===== src/rtl/sim_pkg.sv =====
// Shared types and constants for the simulation halt controller.
package sim_pkg;

  typedef enum logic [1:0] {
    RUN    = 2'd0,
    DRAIN  = 2'd1,
    HALTED = 2'd2
  } halt_state_e;

  localparam logic [31:0] INST_EBREAK  = 32'h0010_0073;
  localparam logic [31:0] TIMEOUT_CODE = 32'hFFFF_FFFF;

endpackage


===== src/rtl/sim_halt_ctrl_if.sv =====
// Commit stream from the core's retire stage into the halt controller.
interface sim_halt_ctrl_if;
  logic        commit_valid;
  logic [31:0] commit_inst;
  logic [31:0] commit_pc;
  logic [31:0] a0_value;

  modport master (output commit_valid, commit_inst, commit_pc, a0_value);
  modport slave  (input  commit_valid, commit_inst, commit_pc, a0_value);
endinterface


===== src/rtl/sim_halt_ctrl_sat_counter.sv =====
// Up-counter with increment enable that sticks at all-ones instead of wrapping.
module sat_counter #(
  parameter int W = 32
) (
  input  logic         clock,
  input  logic         reset_n,
  input  logic         en,
  output logic [W-1:0] count
);

  always_ff @(posedge clock or negedge reset_n) begin
    if (!reset_n) begin
      count <= '0;
    end else if (en && (count != '1)) begin
      count <= count + W'(1);
    end
  end

endmodule


===== src/rtl/sim_halt_ctrl.sv =====
// End-of-run controller: ebreak commit -> freeze fetch -> drain -> one halt_done pulse.
// Optional cycle watchdog enabled by defining SIM_HALT_WATCHDOG_EN.
//
// state  | meaning
// RUN    | normal execution, watching commits for ebreak (and watchdog limit)
// DRAIN  | halt_req high, counting down drain_cnt while older work retires
// HALTED | terminal until reset; outputs hold, halt_done already pulsed
module sim_halt_ctrl
  import sim_pkg::*;
#(
  parameter int          DRAIN_CYCLES = 4,
  parameter logic [31:0] MAX_CYCLES   = 32'd1_000_000,
  parameter int          CNT_W        = 32
) (
  input  logic             clock,
  input  logic             reset_n,
  sim_halt_ctrl_if.slave   commit,
  output logic             halt_req,
  output logic             halt_done,
  output logic [31:0]      exit_code,
  output logic [31:0]      halt_pc,
  output logic             good_trap,
  output logic             timeout,
  output logic [CNT_W-1:0] cycle_cnt,
  output logic [CNT_W-1:0] retire_cnt
);

  localparam int DW = (DRAIN_CYCLES > 1) ? $clog2(DRAIN_CYCLES) : 1;
  localparam logic [DW-1:0] DRAIN_LOAD = DW'((DRAIN_CYCLES > 0) ? DRAIN_CYCLES - 1 : 0);

  halt_state_e   state;
  logic [DW-1:0] drain_cnt;
  logic          is_ebreak;

  assign is_ebreak = commit.commit_valid && (commit.commit_inst == INST_EBREAK);

  sat_counter #(.W(CNT_W)) u_cycle_cnt (
    .clock   (clock),
    .reset_n (reset_n),
    .en      (state != HALTED),
    .count   (cycle_cnt)
  );

  sat_counter #(.W(CNT_W)) u_retire_cnt (
    .clock   (clock),
    .reset_n (reset_n),
    .en      (commit.commit_valid),
    .count   (retire_cnt)
  );

`ifdef SIM_HALT_WATCHDOG_EN
  logic [31:0] last_pc;
  logic        wd_hit;

  assign wd_hit = (cycle_cnt == CNT_W'(MAX_CYCLES - 32'd1));

  always_ff @(posedge clock or negedge reset_n) begin
    if (!reset_n) begin
      last_pc <= '0;
    end else if (commit.commit_valid) begin
      last_pc <= commit.commit_pc;
    end
  end
`else
  logic unused_max_cycles;
  assign unused_max_cycles = ^MAX_CYCLES;
  assign timeout = 1'b0;
`endif

  always_ff @(posedge clock or negedge reset_n) begin
    if (!reset_n) begin
      state     <= RUN;
      drain_cnt <= '0;
      halt_req  <= 1'b0;
      halt_done <= 1'b0;
      exit_code <= '0;
      halt_pc   <= '0;
      good_trap <= 1'b0;
`ifdef SIM_HALT_WATCHDOG_EN
      timeout   <= 1'b0;
`endif
    end else begin
      halt_done <= 1'b0;
      unique case (state)
        RUN: begin
          // ebreak is checked first so it wins over a same-cycle watchdog hit
          if (is_ebreak) begin
            exit_code <= commit.a0_value;
            halt_pc   <= commit.commit_pc;
            good_trap <= (commit.a0_value == 32'd0);
            halt_req  <= 1'b1;
`ifdef SIM_HALT_WATCHDOG_EN
            timeout   <= 1'b0;
`endif
            if (DRAIN_CYCLES == 0) begin
              state     <= HALTED;
              halt_done <= 1'b1;
            end else begin
              state     <= DRAIN;
              drain_cnt <= DRAIN_LOAD;
            end
          end
`ifdef SIM_HALT_WATCHDOG_EN
          else if (wd_hit) begin
            exit_code <= TIMEOUT_CODE;
            halt_pc   <= commit.commit_valid ? commit.commit_pc : last_pc;
            good_trap <= 1'b0;
            halt_req  <= 1'b1;
            timeout   <= 1'b1;
            if (DRAIN_CYCLES == 0) begin
              state     <= HALTED;
              halt_done <= 1'b1;
            end else begin
              state     <= DRAIN;
              drain_cnt <= DRAIN_LOAD;
            end
          end
`endif
        end
        DRAIN: begin
          if (drain_cnt == '0) begin
            state     <= HALTED;
            halt_done <= 1'b1;
          end else begin
            drain_cnt <= drain_cnt - DW'(1);
          end
        end
        HALTED: begin
        end
        default: state <= RUN;
      endcase
    end
  end

endmodule

===== src/flat_wrapper.sv =====
// flat-port wrapper written by rule: the top's interface ports become plain ports
module sim_halt_ctrl_flat import sim_pkg::*;
#(
  parameter int          DRAIN_CYCLES = 4,
  parameter logic [31:0] MAX_CYCLES   = 32'd1_000_000,
  parameter int          CNT_W        = 32
)
  (clock, reset_n, halt_req, halt_done, exit_code, halt_pc, good_trap, timeout, cycle_cnt, retire_cnt, commit_commit_valid, commit_commit_inst, commit_commit_pc, commit_a0_value);
  sim_halt_ctrl_if commit_i ();
  input  logic clock;
  input  logic reset_n;
  output logic halt_req;
  output logic halt_done;
  output logic [31:0] exit_code;
  output logic [31:0] halt_pc;
  output logic good_trap;
  output logic timeout;
  output logic [CNT_W-1:0] cycle_cnt;
  output logic [CNT_W-1:0] retire_cnt;
  input wire logic [$bits(commit_i.commit_valid)-1:0] commit_commit_valid;
  input wire logic [$bits(commit_i.commit_inst)-1:0] commit_commit_inst;
  input wire logic [$bits(commit_i.commit_pc)-1:0] commit_commit_pc;
  input wire logic [$bits(commit_i.a0_value)-1:0] commit_a0_value;
  assign commit_i.commit_valid = commit_commit_valid;
  assign commit_i.commit_inst = commit_commit_inst;
  assign commit_i.commit_pc = commit_commit_pc;
  assign commit_i.a0_value = commit_a0_value;
  sim_halt_ctrl #(.DRAIN_CYCLES(DRAIN_CYCLES), .MAX_CYCLES(MAX_CYCLES), .CNT_W(CNT_W)) u_core (.clock(clock), .reset_n(reset_n), .commit(commit_i), .halt_req(halt_req), .halt_done(halt_done), .exit_code(exit_code), .halt_pc(halt_pc), .good_trap(good_trap), .timeout(timeout), .cycle_cnt(cycle_cnt), .retire_cnt(retire_cnt));
endmodule

===== config.mk =====
export PLATFORM = sky130hd
export DESIGN_NAME = sim_halt_ctrl_flat
export DESIGN_NICKNAME = d
export VERILOG_FILES = /design/src/rtl/sim_pkg.sv /design/src/rtl/sim_halt_ctrl_if.sv /design/src/rtl/sim_halt_ctrl_sat_counter.sv /design/src/rtl/sim_halt_ctrl.sv /design/src/flat_wrapper.sv
export SDC_FILE = /design/constraint.sdc
export NUM_CORES = 1
export LEC_CHECK = 0
export ABC_CLOCK_PERIOD_IN_PS = 2400
export CORE_AREA = 2 2 118 120
export CTS_BUF_LIST = sky130_fd_sc_hd__clkbuf_4
export CTS_CLUSTER_SIZE = 8
export DETAILED_ROUTE_END_ITERATION = 10
export DIE_AREA = 0 0 120 122
export GPL_TIMING_DRIVEN = 0
export PLACE_DENSITY = 0.89
export SETUP_SLACK_MARGIN = 0.1
export SLEW_MARGIN = 30
export SYNTH_ARGS = -nofsm -noshare
export SYNTH_HDL_FRONTEND = slang
export SYNTH_HIERARCHICAL = 1
export SYNTH_SLANG_ARGS = --single-unit

===== constraint.sdc =====
create_clock -name clock -period 2.4 [get_ports clock]
set_input_delay 0.48 -clock clock [delete_from_list [all_inputs] [get_ports clock]]
set_output_delay 0.48 -clock clock [all_outputs]
set_load 0.03 [all_outputs]

# Word level (Yosys, flattened, before mapping)

Index checks and enable logic that the tools add are counted.

$add $sub $neg: 3
Equal/unequal tests: 9
Multiplexer cells: 8
Bitwise gates (word level): 1
Reduce and logical (&&, ||, !) cells: 10

Operators with widths:

| operator              | number |
|---|---|
| $add 32x1->32 const B | 2 |
| $ne 32x32->1 const B  | 2 |
| $eq 32x21->1 const B  | 1 |
| $logic_not 32->1      | 1 |
| $mux 2                | 4 |
| $pmux 2 s3            | 1 |
| $reduce_and 3->1      | 2 |
| $logic_not 2->1       | 2 |
| $ne 2x1->1 const B    | 2 |
| $ne 2x2->1 const B    | 2 |
| $pmux 2 s2            | 1 |
| $logic_and 1x1->1     | 3 |
| $eq 2x1->1 const B    | 1 |
| $eq 2x2->1 const B    | 1 |
| $mux 1                | 2 |
| $reduce_and 2->1      | 1 |
| $reduce_bool 2->1     | 1 |
| $sub 2x1->2 const B   | 1 |
| $not 1->1             | 1 |

Flip-flop bits (word level): 135
Input port bits: 99

# Logic depth before layout (Yosys ltp)

Gate-level depths: netlist of run 1.

Depth after elaboration: 4
Depth in mapped cells: 8
Depth with buffers taken out: 7

# Cells and area by module

The synthesis of run 1 kept the hierarchy.

By module, submodules not included:

| module        | instances | cells an instance | area each (µm²) |
|---|---|---|---|
| sat_counter   | 2         | 151               | 1624.1 |
| sim_halt_ctrl | 1         | 183               | 2816.5 |

# Worst setup path before layout of run 1

No wires, ideal clock.

Kind: reg2reg
From: register u_core.u_cycle_cnt.count[23]
To: register u_core.u_cycle_cnt.count[1]
Library setup time: 0.128 ns
Arrival: 1.961 ns
Setup slack: 0.311 ns
Cell stages (with the launch flop): 6
Clock period less this slack: 2.089 ns
Cells stage by stage: dfrtp_1 > nand4_1 > nor4_4 > nand2_2 > o31ai_4 > mux2_1

Longest elaborated chain between the ends: 2

Ends and longest elaborated chain:

| item                   | line                            | source |
|---|---|---|
| start, declared        | sim_halt_ctrl_sat_counter.sv:8  | `output logic [W-1:0] count` |
| start signal, assigned | sim_halt_ctrl_sat_counter.sv:15 | `count <= count + W'(1);` |
| $ne 32x32->1           | sim_halt_ctrl_sat_counter.sv:14 | `end else if (en && (count != '1)) begin` |
| $logic_and 1x1->1      | sim_halt_ctrl_sat_counter.sv:14 |  |

No other way between the ends.
A chain may end at the register's enable or synchronous reset.

# Final worst setup path of run 1

From: register u_core.u_retire_cnt.count[16]
To: output port retire_cnt[16]

RTL lines:

| item                   | line                            | source |
|---|---|---|
| start, declared        | sim_halt_ctrl_sat_counter.sv:8  |  |
| start signal, assigned | sim_halt_ctrl_sat_counter.sv:15 |  |
| end, declared          | flat_wrapper.sv:19              | `output logic [CNT_W-1:0] retire_cnt;` |

No word-level cell between the ends.

==> impl_metrics.csv, run 1 <==
group,metric,value,unit
setup_path,crit_path_end_kind,"primary output",
clock_tree,cts_root_buf,"clkbuf_4",
sta,timing.fmax,452,MHz
clock_tree,clk_pin_slew,0.11,ns
routing,dr.pass1.iters,5,
setup_path,crit_slowest_cell,"clkdlybuf4s50_1",
routing,met2_length,8250,um
sta,period_minus_slack,2.21,ns
setup_path,max_stage_delay,0.72,ns
power,power_switching,1190,uW
synthesis,synthCells,485,
clock_tree,numCtsBuffers,17,
routing,first_iter_violations,303,
routing,drc,0,
clock_tree,clkSinkCount,135,
routing,ant_nets,0,
sta,setup_violations,0,
global_routing,grt_first_pass_wirelength,25900,um
cells_and_area,fillers,959,
power,cellLeakagePower,0.00388,uW
routing,wl_met3,1210,um
clock_tree,clock_latency,0.52,ns
synthesis,yosys-top-cells-area,"dfrtp_1 56%, mux2_2 11%, xnor2_1 6.9%",
cells_and_area,syn_to_final_growth,47.6,%
sta,final_hold_viol_count,0,
sta,post-route-period-util,92.3,%
synthesis,synth_largest_area_cell,"dfrtp_1",
synthesis,yosysUniqueCellTypes,40,
sta,maxSlewViolCount,0,
power,internal_power,3370,uW
power,vdd_drop_max,0.000308,V
floorplanning,die_width,120,um
floorplanning,die_h,122,um
clock_tree,cts_tree,"done",
synthesis,dominantRegCellSynth,"dfrtp_1",
setup_path,cp_num_buf_inv,1,
floorplanning,initial_core_util,44.9,%
power,switching_share,26.1,%
synthesis,synth.avg_cell_area,12.5,um^2
synthesis,synth_edf_count,0,
setup_path,cpLargestDelayFamily,"buffers and inverters",
floorplanning,coreArea,0.0135,mm^2
global_routing,antenna_found_initial,0,
setup_path,cp.arrival,1.73,ns
setup_path,path_class,"reg2out",
setup_path,crit_fanout,6,
floorplanning,rows,43,
sta,rsz0062_at_grt,"no",
sta,skew,0.0168,ns
routing,wl_met1,6720,um
synthesis,synth_nets,587,
power,clkPwrFrac,33.0,%
min_path,holdCritPathClass,"reg2reg",
routing,wl_per_cell,17.7,um
synthesis,ys_ff_latch,135,
cells_and_area,drive_gt1_share,16.6,%
cells_and_area,final_nets,837,
routing,routed.top_layer,"met4",
global_routing,grt_util_all_layers,22.6,%
synthesis,yosys_warnings,6,
sta,worstMarginPinSlew,0.644,ns
floorplanning,num_io_pins,231,
power,pwr-share-seq,53.0,%
routing,routed_wl,16400,um
cells_and_area,antennaDiodeCount,0,
synthesis,seq_area_frac_synth,55.7,%
power,combPwrFrac,14.0,%
setup_path,required,1.92,ns
power,power_density,510,mW/mm^2
global_routing,grt_max_degree,71,
placement,dp_hpwl,12500,um
power,p_total,4560,uW
global_routing,first_global_vias,5042,
placement,finalWeightedCongestion,0.863,
clock_tree,htreeDepth,4,
job,drv_cap,0,
synthesis,netlist.area_leader.share,55.7,%
clock_tree,cts_buffer_depth,2,
outcome,outcome,"completed",
routing,vias,4911,
setup_path,path_cells,"clkdlybuf4s50_1",
placement,numPortBuffers,229,
floorplanning,die_area,0.0146,mm^2
synthesis,synth_area,0.00606,mm^2
sta,timing.slew.headroom,56.7,%
synthesis,synthArstFlopShare,100,%
routing,routed_via_density,5.30,
sta,fin_setup_tns,0,ns
global_routing,grt-ovfl-total,0,
setup_path,start_kind,"flip-flop",
through the flow:
step	instance area, um^2	hold slack (ns)	util, %	setup WS [ns]	cells
3_3_place_gp	8580	0.457	63.6	-4.19	894
4_1_cts	8920	0.479	66.1	0.105	927
6_report	8950	0.492	66.3	0.186	927
5_1_grt	8950	0.505	66.3	0.102	927
2_1_floorplan	6060	0.184	-	0.311	485
3_5_place_dp	8610	0.472	63.8	-0.700	895
kinds of logic after synthesis:
logic type / after synthesis / synth area share (%)
compound gates: 15 / 2.15
mux: 69 / 12.8
simple gates: 187 / 18.6
buf+inv: 17 / 1.65
other cells: 1 / 0.0618
fa+ha+maj: 3 / 0.619
xor+xnor: 58 / 8.38
flops: 135 / 55.7
per-layer routing:
metal / vias to the layer above / track usage [%]
met4: 0 / 6.91
met3: 23 / 7.21
li1: 2271 / -
met2: 211 / 38.1
met5: - / 0
met1: 2406 / 27.9
synth_stat cells, types with 5 or more instances:
master and instances:
nand2_1 36, buf_2 5, mux2_1 8, nor3_2 5
xor2_1 10, nor4_1 17, nor3_1 8, and4_1 8
xnor2_1 48, nor2_1 19, inv_1 5, nand3_1 31
mux2_2 61, dfrtp_1 135, nand4_1 33
final cells by class:
class | count | area [um^2] | area share [%]
flip-flops and latches | 135 | 3380 | 37.7
well taps | 180 | 225 | 2.52
clock buffers | 19 | 143 | 1.59
clock inverters | 12 | 135 | 1.51
inverters | 5 | 18.8 | 0.210
repair buffers | 231 | 2350 | 26.2
multi-input cells | 333 | 2620 | 29.3
plain buffers | 12 | 81.3 | 0.909
power by group through the flow:
| stage | registers (uW) | logic, uW | clock network (uW) |
|---|---|---|---|
| floorplan | 2560 | 132 | 0 |
| global placement | 2460 | 612 | 0 |
| detailed placement | 2460 | 639 | 0 |
| CTS | 2420 | 643 | 1550 |
| global route | 2430 | 678 | 1650 |
| finish | 2420 | 636 | 1510 |
final timing paths:
path	slack (ns)	startpoint	to	cells after the start
hold reg to reg	0.49	u_core/halt_req	u_core/halt_req	1
hold / removal	0.49	u_core/halt_req	u_core/halt_req	1
setup / recovery	0.19	u_core/u_retire_cnt/count[16]	retire_cnt[16]	1
min in group asynchronous	0.52	reset_n	u_core/u_retire_cnt/count[28]	2
max in group asynchronous	1.19	reset_n	u_core/exit_code[5]	3
setup reg to reg	0.19	u_core/state[1]	u_core/halt_pc[22]	6
flip-flops by register name, summed over array words and instances, names as in the netlist:
name                       count
u_core/halt_done               1
u_core/state                   2
u_core/exit_code              32
u_core/halt_req                1
u_core/u_retire_cnt/count     32
u_core/u_cycle_cnt/count      32
u_core/good_trap               1
u_core/halt_pc                32
u_core/drain_cnt               2
layout by cell type (no fill, tap or decap), drive strengths merged, types with 2 or more instances in the layout:
cell | synthesis | final
inv | 5 | 5
nand3b | 2 | 2
clkdlybuf4s50 | 0 | 222
nor2b | 2 | 2
buf | 10 | 12
xor2 | 10 | 10
nor4 | 21 | 21
nor4bb | 2 | 2
nand4 | 35 | 35
clkinv | 0 | 6
xnor2 | 48 | 48
clkbuf | 2 | 21
nand2 | 38 | 38
nand3 | 33 | 33
bufinv | 0 | 3
or4 | 4 | 4
a31oi | 2 | 2
dfrtp | 135 | 135
nor3 | 13 | 13
ha | 3 | 3
mux2 | 69 | 69
clkinvlp | 0 | 3
or2 | 2 | 2
and3 | 4 | 4
dlymetal6s2s | 0 | 5
a21oi | 4 | 4
nor2 | 19 | 19
o31ai | 2 | 2
nor4b | 3 | 3
and4 | 8 | 8
o211ai | 4 | 4
o31a | 2 | 2
repair_timing:
item,in CTS,in global routing
hold endpoints to repair,69,0
setup buffers,0,0
resized for setup,4,7
pin swaps,1,1
hold buffers,1,0
setup endpoints to repair,65,67
Note: power is estimated with default switching activity, not from simulation.
==> inputs of run 2 (changes only) <==
- ABC_CLOCK_PERIOD_IN_PS: 2400 -> 2200
- clock period: 2.4 -> 2.2 ns (I/O delays scaled with it)
==> run 2 against run 1 <==
  * Worst hold slack worse by 0.028 ns
  * Global-route usage up 0.22 points
  * Critical path depth grew 4
  * Combinational power grew 3%
  * Critical path type is now reg2reg
  * Clock-buffer cell count did not move
  * Register-to-register slack lost 0.05 ns
  * Critical endpoint is now u_core/u_cycle_cnt/count[1]
  * Wire length up 3.7%
  * Non-clock buffer count up 15
  * Core utilization increased by 1.6 points
  * Sequential share of layout area fell by 0.84 points
  * Largest power group unchanged
==> impl_metrics.csv, run 2 (synthesis gave the netlist of run 1 again) <==
group,metric,value,unit
setup_path,cp.arrival,2.48,ns
clock_tree,cts_tree,"done",
placement,finalWeightedCongestion,0.863,
sta,maxSlewViolCount,0,
routing,ant_nets,0,
min_path,holdCritPathClass,"in2async",
clock_tree,cts_buffer_depth,2,
placement,numPortBuffers,229,
power,power_density,538,mW/mm^2
setup_path,crit_fanout,5,
setup_path,r2r-start,"u_core/u_cycle_cnt/count[28]",
global_routing,first_global_vias,5081,
cells_and_area,utilization,67.9,%
floorplanning,initial_core_util,44.9,%
cells_and_area,fin_cells,942,
sta,fin_ws,0.133,ns
placement,dp_hpwl,12500,um
routing,dr.pass1.iters,5,
clock_tree,clock_latency,0.53,ns
outcome,outcome,"completed",
sta,timing.fmax,484,MHz
sta,skew,0.0156,ns
sta,final_hold_viol_count,0,
floorplanning,die_area,0.0146,mm^2
clock_tree,htreeDepth,4,
floorplanning,die_h,122,um
routing,first_iter_violations,268,
setup_path,r2r_end,"u_core/u_cycle_cnt/count[1]",
global_routing,grt_first_pass_wirelength,26100,um
cells_and_area,final_cell_mix,"133 x clkdlybuf4s50_1, 131 x dfrtp_1, 64 x dlygate4sd2_1",
routing,routed_wl,17000,um
sta,period_minus_slack,2.07,ns
placement,place_inst,895,
cells_and_area,syn_to_final_growth,51.2,%
setup_path,path_class,"reg2reg",
clock_tree,numCtsBuffers,17,
floorplanning,rows,43,
floorplanning,num_io_pins,231,
global_routing,grt-ovfl-total,0,
sta,setup_violations,0,
global_routing,grt_max_degree,71,
placement,post-place-ws,-0.860,ns
setup_path,crit_path_end_kind,"flip-flop",
floorplanning,coreArea,0.0135,mm^2
setup_path,start_kind,"flip-flop",
sta,worstMarginPinSlew,0.549,ns
floorplanning,die_width,120,um
sta,post-route-period-util,93.9,%
routing,drc,0,
clock_tree,clk_pin_slew,0.11,ns
job,drv_cap,0,
placement,placed_area,0.00861,mm^2
sta,timing.slew.headroom,63.4,%
cells_and_area,layout_commonest_cell,"clkdlybuf4s50_1",
cells_and_area,antennaDiodeCount,0,
clock_tree,cts_root_buf,"clkbuf_4",
routing,wl_per_cell,18.1,um
routing,routed_via_density,5.36,
cells_and_area,drive_gt1_share,20.1,%
power,vdd_drop_max,0.000333,V
setup_path,r2r_cells,5,
sta,rsz0062_at_grt,"yes",
global_routing,grt_util_all_layers,22.8,%
setup_path,reg2reg_setup_slack,0.13,ns
power,cellLeakagePower,0.00476,uW
cells_and_area,final_area,0.00917,mm^2
routing,vias,5052,
clock_tree,clkSinkCount,135,
setup_path,required,2.61,ns
global_routing,antenna_found_initial,0,
sta,whs,0.464,ns
cells_and_area,final_nets,852,
[run 2: worst max path at each step]
stage	to	cells after the start	startpoint	slack, ns
after floorplan	u_core/u_cycle_cnt/count[1]	5	u_core/u_cycle_cnt/count[23]	0.11
after global placement	u_core/exit_code[10]	1	reset_n	-4.35
after detailed placement	u_core/halt_pc[25]	7	commit_commit_valid	-0.86
after CTS	cycle_cnt[21]	1	u_core/u_cycle_cnt/count[21]	0.10
after global routing	u_core/halt_pc[22]	7	u_core/state[0]	0.06
final	u_core/u_cycle_cnt/count[1]	5	u_core/u_cycle_cnt/count[28]	0.13
[run 2: per-stage QoR]
step / power [uW] / TNS (ns)
5_1_grt: 5150 / 0
3_3_place_gp: 3350 / -638.97
6_report: 4930 / 0
4_1_cts: 4990 / 0
2_1_floorplan: 2940 / 0
3_5_place_dp: 3380 / -54.23
[run 2: final cells by class]
class	count	area, um^2
Clock inverter	12	135
Timing Repair Buffer	246	2480
Fill cell	971	4340
Tap cell	180	225
Inverter	5	18.8
Multi-Input combinational cell	333	2680
Buffer	12	106
Sequential cell	135	3380
Clock buffer	19	143
[run 2: repair_timing]
item	4_1_cts	5_1_grt
gates cloned	0	1
hold buffers	1	0
setup buffers	5	9
setup endpoints to repair	152	104
pin swaps	7	7
gates resized for setup	72	59
endpoints found under the hold margin	69	0
[run 2: worst max-delay path, stage by stage, from the launching register on]
cell and delay (ns):
dfrtp_1 0.47, nand4_1 0.24, nor4_4 0.45, nand2_2 0.14, o31ai_4 0.32, mux2_1 0.35
[run 2: where the power goes]
group | switching (uW) | leakage (uW) | internal, uW
Combinational | 349 | 0.00276 | 305
Sequential | 90.4 | 0.00185 | 2540
Clock | 862 | 0.000140 | 784
Total | 1300 | 0.00476 | 3630
[run 2: metal layers]
layer | track usage, % | vias to the layer above | routed length (um) | part of all wire, %
met3 | 7.26 | 29 | 1290 | 7.6
met4 | 7.13 | 0 | 276 | 1.6
li1 | - | 2296 | - | -
met1 | 27.9 | 2501 | 6870 | 40
met5 | 0 | - | 0 | 0
met2 | 38.7 | 226 | 8600 | 50
==> inputs of run 3 (changes only) <==
- SLEW_MARGIN: 30 -> not set
==> run 3 against run 2 <==
  * Largest cell class unchanged
  * Combinational power about the same
  * Register-to-register slack got worse by 0.06 ns
  * Clock power increased by 2%
  * Via count increased by 0.95%
  * Clock skew decreased by 0.0031 ns
==> impl_metrics.csv, run 3 (synthesis gave the netlist of run 1 again) <==
group,metric,value,unit
power,power_density,547,mW/mm^2
global_routing,grtUsageMet1,28.3,%
floorplanning,initial_core_util,44.9,%
cells_and_area,fillers,978,
clock_tree,clock_latency,0.54,ns
global_routing,first_global_vias,5155,
sta,rsz0062_at_grt,"yes",
floorplanning,rows,43,
sta,worstMarginPinSlew,0.495,ns
global_routing,grt_max_degree,103,
sta,final_hold_viol_count,0,
power,pwr-share-seq,52.9,%
clock_tree,cts_root_buf,"clkbuf_4",
power,cellLeakagePower,0.00452,uW
placement,finalWeightedCongestion,0.863,
setup_path,max_stage_delay,0.63,ns
cells_and_area,seq_area,0.00338,mm^2
min_path,holdCritPathClass,"in2async",
setup_path,reg2reg_setup_slack,0.07,ns
cells_and_area,final_nets,849,
setup_path,cp.arrival,2.56,ns
setup_path,crit_slowest_cell,"or4_4",
routing,routed_via_density,5.43,
setup_path,crit_fanout,7,
clock_tree,htreeDepth,4,
clock_tree,clkSinkCount,135,
sta,timing.slew.headroom,66.9,%
global_routing,grt_util_all_layers,23.1,%
global_routing,use_met3,6.60,%
cells_and_area,final_area,0.00910,mm^2
routing,vias,5100,
setup_path,start_kind,"flip-flop",
placement,numPortBuffers,229,
setup_path,r2r_end,"u_core/u_retire_cnt/count[24]",
cells_and_area,antennaDiodeCount,0,
cells_and_area,final_cell_mix,"138 x clkdlybuf4s50_1, 133 x dfrtp_1, 75 x dlygate4sd2_1",
sta,maxSlewViolCount,0,
clock_tree,numCtsBuffers,17,
routing,dr.pass1.iters,5,
sta,timing.fmax,470,MHz
cells_and_area,multi_input_area,0.00268,mm^2
placement,post-place-ws,-0.874,ns
routing,drc,0,
placement,dp_hpwl,12400,um
setup_path,crit_path_end_kind,"flip-flop",
sta,fin_ws,0.0732,ns
power,clkPwrFrac,34.0,%
cells_and_area,layout_commonest_cell,"clkdlybuf4s50_1",
placement,placed_area,0.00861,mm^2
power,power_switching,1320,uW
setup_path,path_cells,"nand3_2, or4_4, nor4_1, o211ai_1, xnor2_1",
sta,post-route-period-util,96.7,%
setup_path,cpLargestDelayFamily,"simple AND/OR/NAND/NOR gates",
setup_path,r2r_cells,5,
clock_tree,cts_buffer_depth,2,
power,internal_power,3670,uW
global_routing,antenna_found_initial,0,
sta,setup_violations,0,
routing,first_iter_violations,331,
setup_path,path_class,"reg2reg",
power,vdd_drop_max,0.000343,V
floorplanning,die_h,122,um
sta,skew,0.0125,ns
setup_path,crit_path_start,"u_core/u_retire_cnt/count[4]",
routing,routed_wl,17200,um
power,switching_share,26.4,%
routing,ant_nets,0,
setup_path,required,2.63,ns
floorplanning,die_width,120,um
setup_path,r2r-start,"u_core/u_retire_cnt/count[4]",
setup_path,cp_num_buf_inv,0,
sta,period_minus_slack,2.13,ns
power,combPwrFrac,13.1,%
floorplanning,coreArea,0.0135,mm^2
routing,wl_per_cell,18.3,um
setup_path,cp.depth,5,
setup_path,crit_end,"u_core/u_retire_cnt/count[24]",
floorplanning,die_area,0.0146,mm^2
floorplanning,num_io_pins,231,
cells_and_area,syn_to_final_growth,50.1,%
global_routing,grt-busiest-layer,"met2",
outcome,outcome,"completed",
job,drv_cap,0,
clock_tree,cts_tree,"done",
global_routing,grt_first_pass_wirelength,26500,um
global_routing,grt-ovfl-total,0,
global_routing,use_met2,38.7,%
cells_and_area,drive_gt1_share,19.7,%
clock_tree,clk_pin_slew,0.11,ns
==> run 3: cell count changes in the layout (fill, tap and decap cells not counted), sizes merged <==
cell / previous run / this run
clkinv: 6 / 5
dlygate4sd2: 64 / 75
buf: 26 / 23
clkbuf: 22 / 24
dlymetal6s2s: 31 / 15
clkdlybuf4s50: 133 / 138
==> run 3: what timing repair did <==
item                                   in CTS  in global routing
pin swaps                                   7                  6
endpoints found under the hold margin      33                  0
cloned                                      0                  1
hold buffers                                1                  0
buffers inserted                            3                  8
setup endpoints to repair                 157                 88
gates resized for setup                    83                 42
==> run 3: final cells by class <==
cell class	count	area share (%)
Timing Repair Buffer	243	26.4
Clock inverter	11	1.44
Clock buffer	21	1.73
Buffer	12	1.17
Sequential cell	135	37.1
Inverter	5	0.206
Tap cell	180	2.47
Multi-Input combinational cell	333	29.5
==> run 3: worst min-delay path by stage <==
stage | startpoint | end | slack (ns) | depth (start not counted)
floorplan | reset_n | u_core/drain_cnt[0] | 0.14 | 0
global placement | u_core/halt_req | u_core/halt_req | 0.46 | 1
detailed placement | reset_n | u_core/u_retire_cnt/count[26] | 0.35 | 1
CTS | reset_n | u_core/u_retire_cnt/count[13] | 0.30 | 2
global route | reset_n | u_core/u_retire_cnt/count[26] | 0.34 | 2
finish | reset_n | u_core/u_retire_cnt/count[24] | 0.35 | 2
==> run 3: metrics by stage <==
stage          util (%)  hold WS [ns]  power (uW)  TNS [ns]  cells
2_1_floorplan         -         0.144        2940         0    485
5_1_grt            67.4         0.340        5190   -0.0191    940
4_1_cts            65.8         0.304        5040         0    931
6_report           67.4         0.352        4980         0    940
3_3_place_gp       63.6         0.457        3350   -638.97    894
3_5_place_dp       63.8         0.350        3380    -55.47    895
==> run 3: routing by layer <==
| layer | vias to the layer above | part of all wire (%) |
|---|---|---|
| li1 | 2300 | - |
| met1 | 2527 | 40 |
| met2 | 237 | 51 |
| met3 | 36 | 6.7 |
| met4 | 0 | 2.3 |
| met5 | - | 0 |
==> run 3: power groups by stage <==
stage / logic (uW) / registers [uW] / clock network (uW)
after floorplan: 144 / 2800 / 0
after global placement: 668 / 2680 / 0
after detailed placement: 695 / 2680 / 0
after CTS: 660 / 2640 / 1740
after global routing: 701 / 2650 / 1840
final: 655 / 2630 / 1690
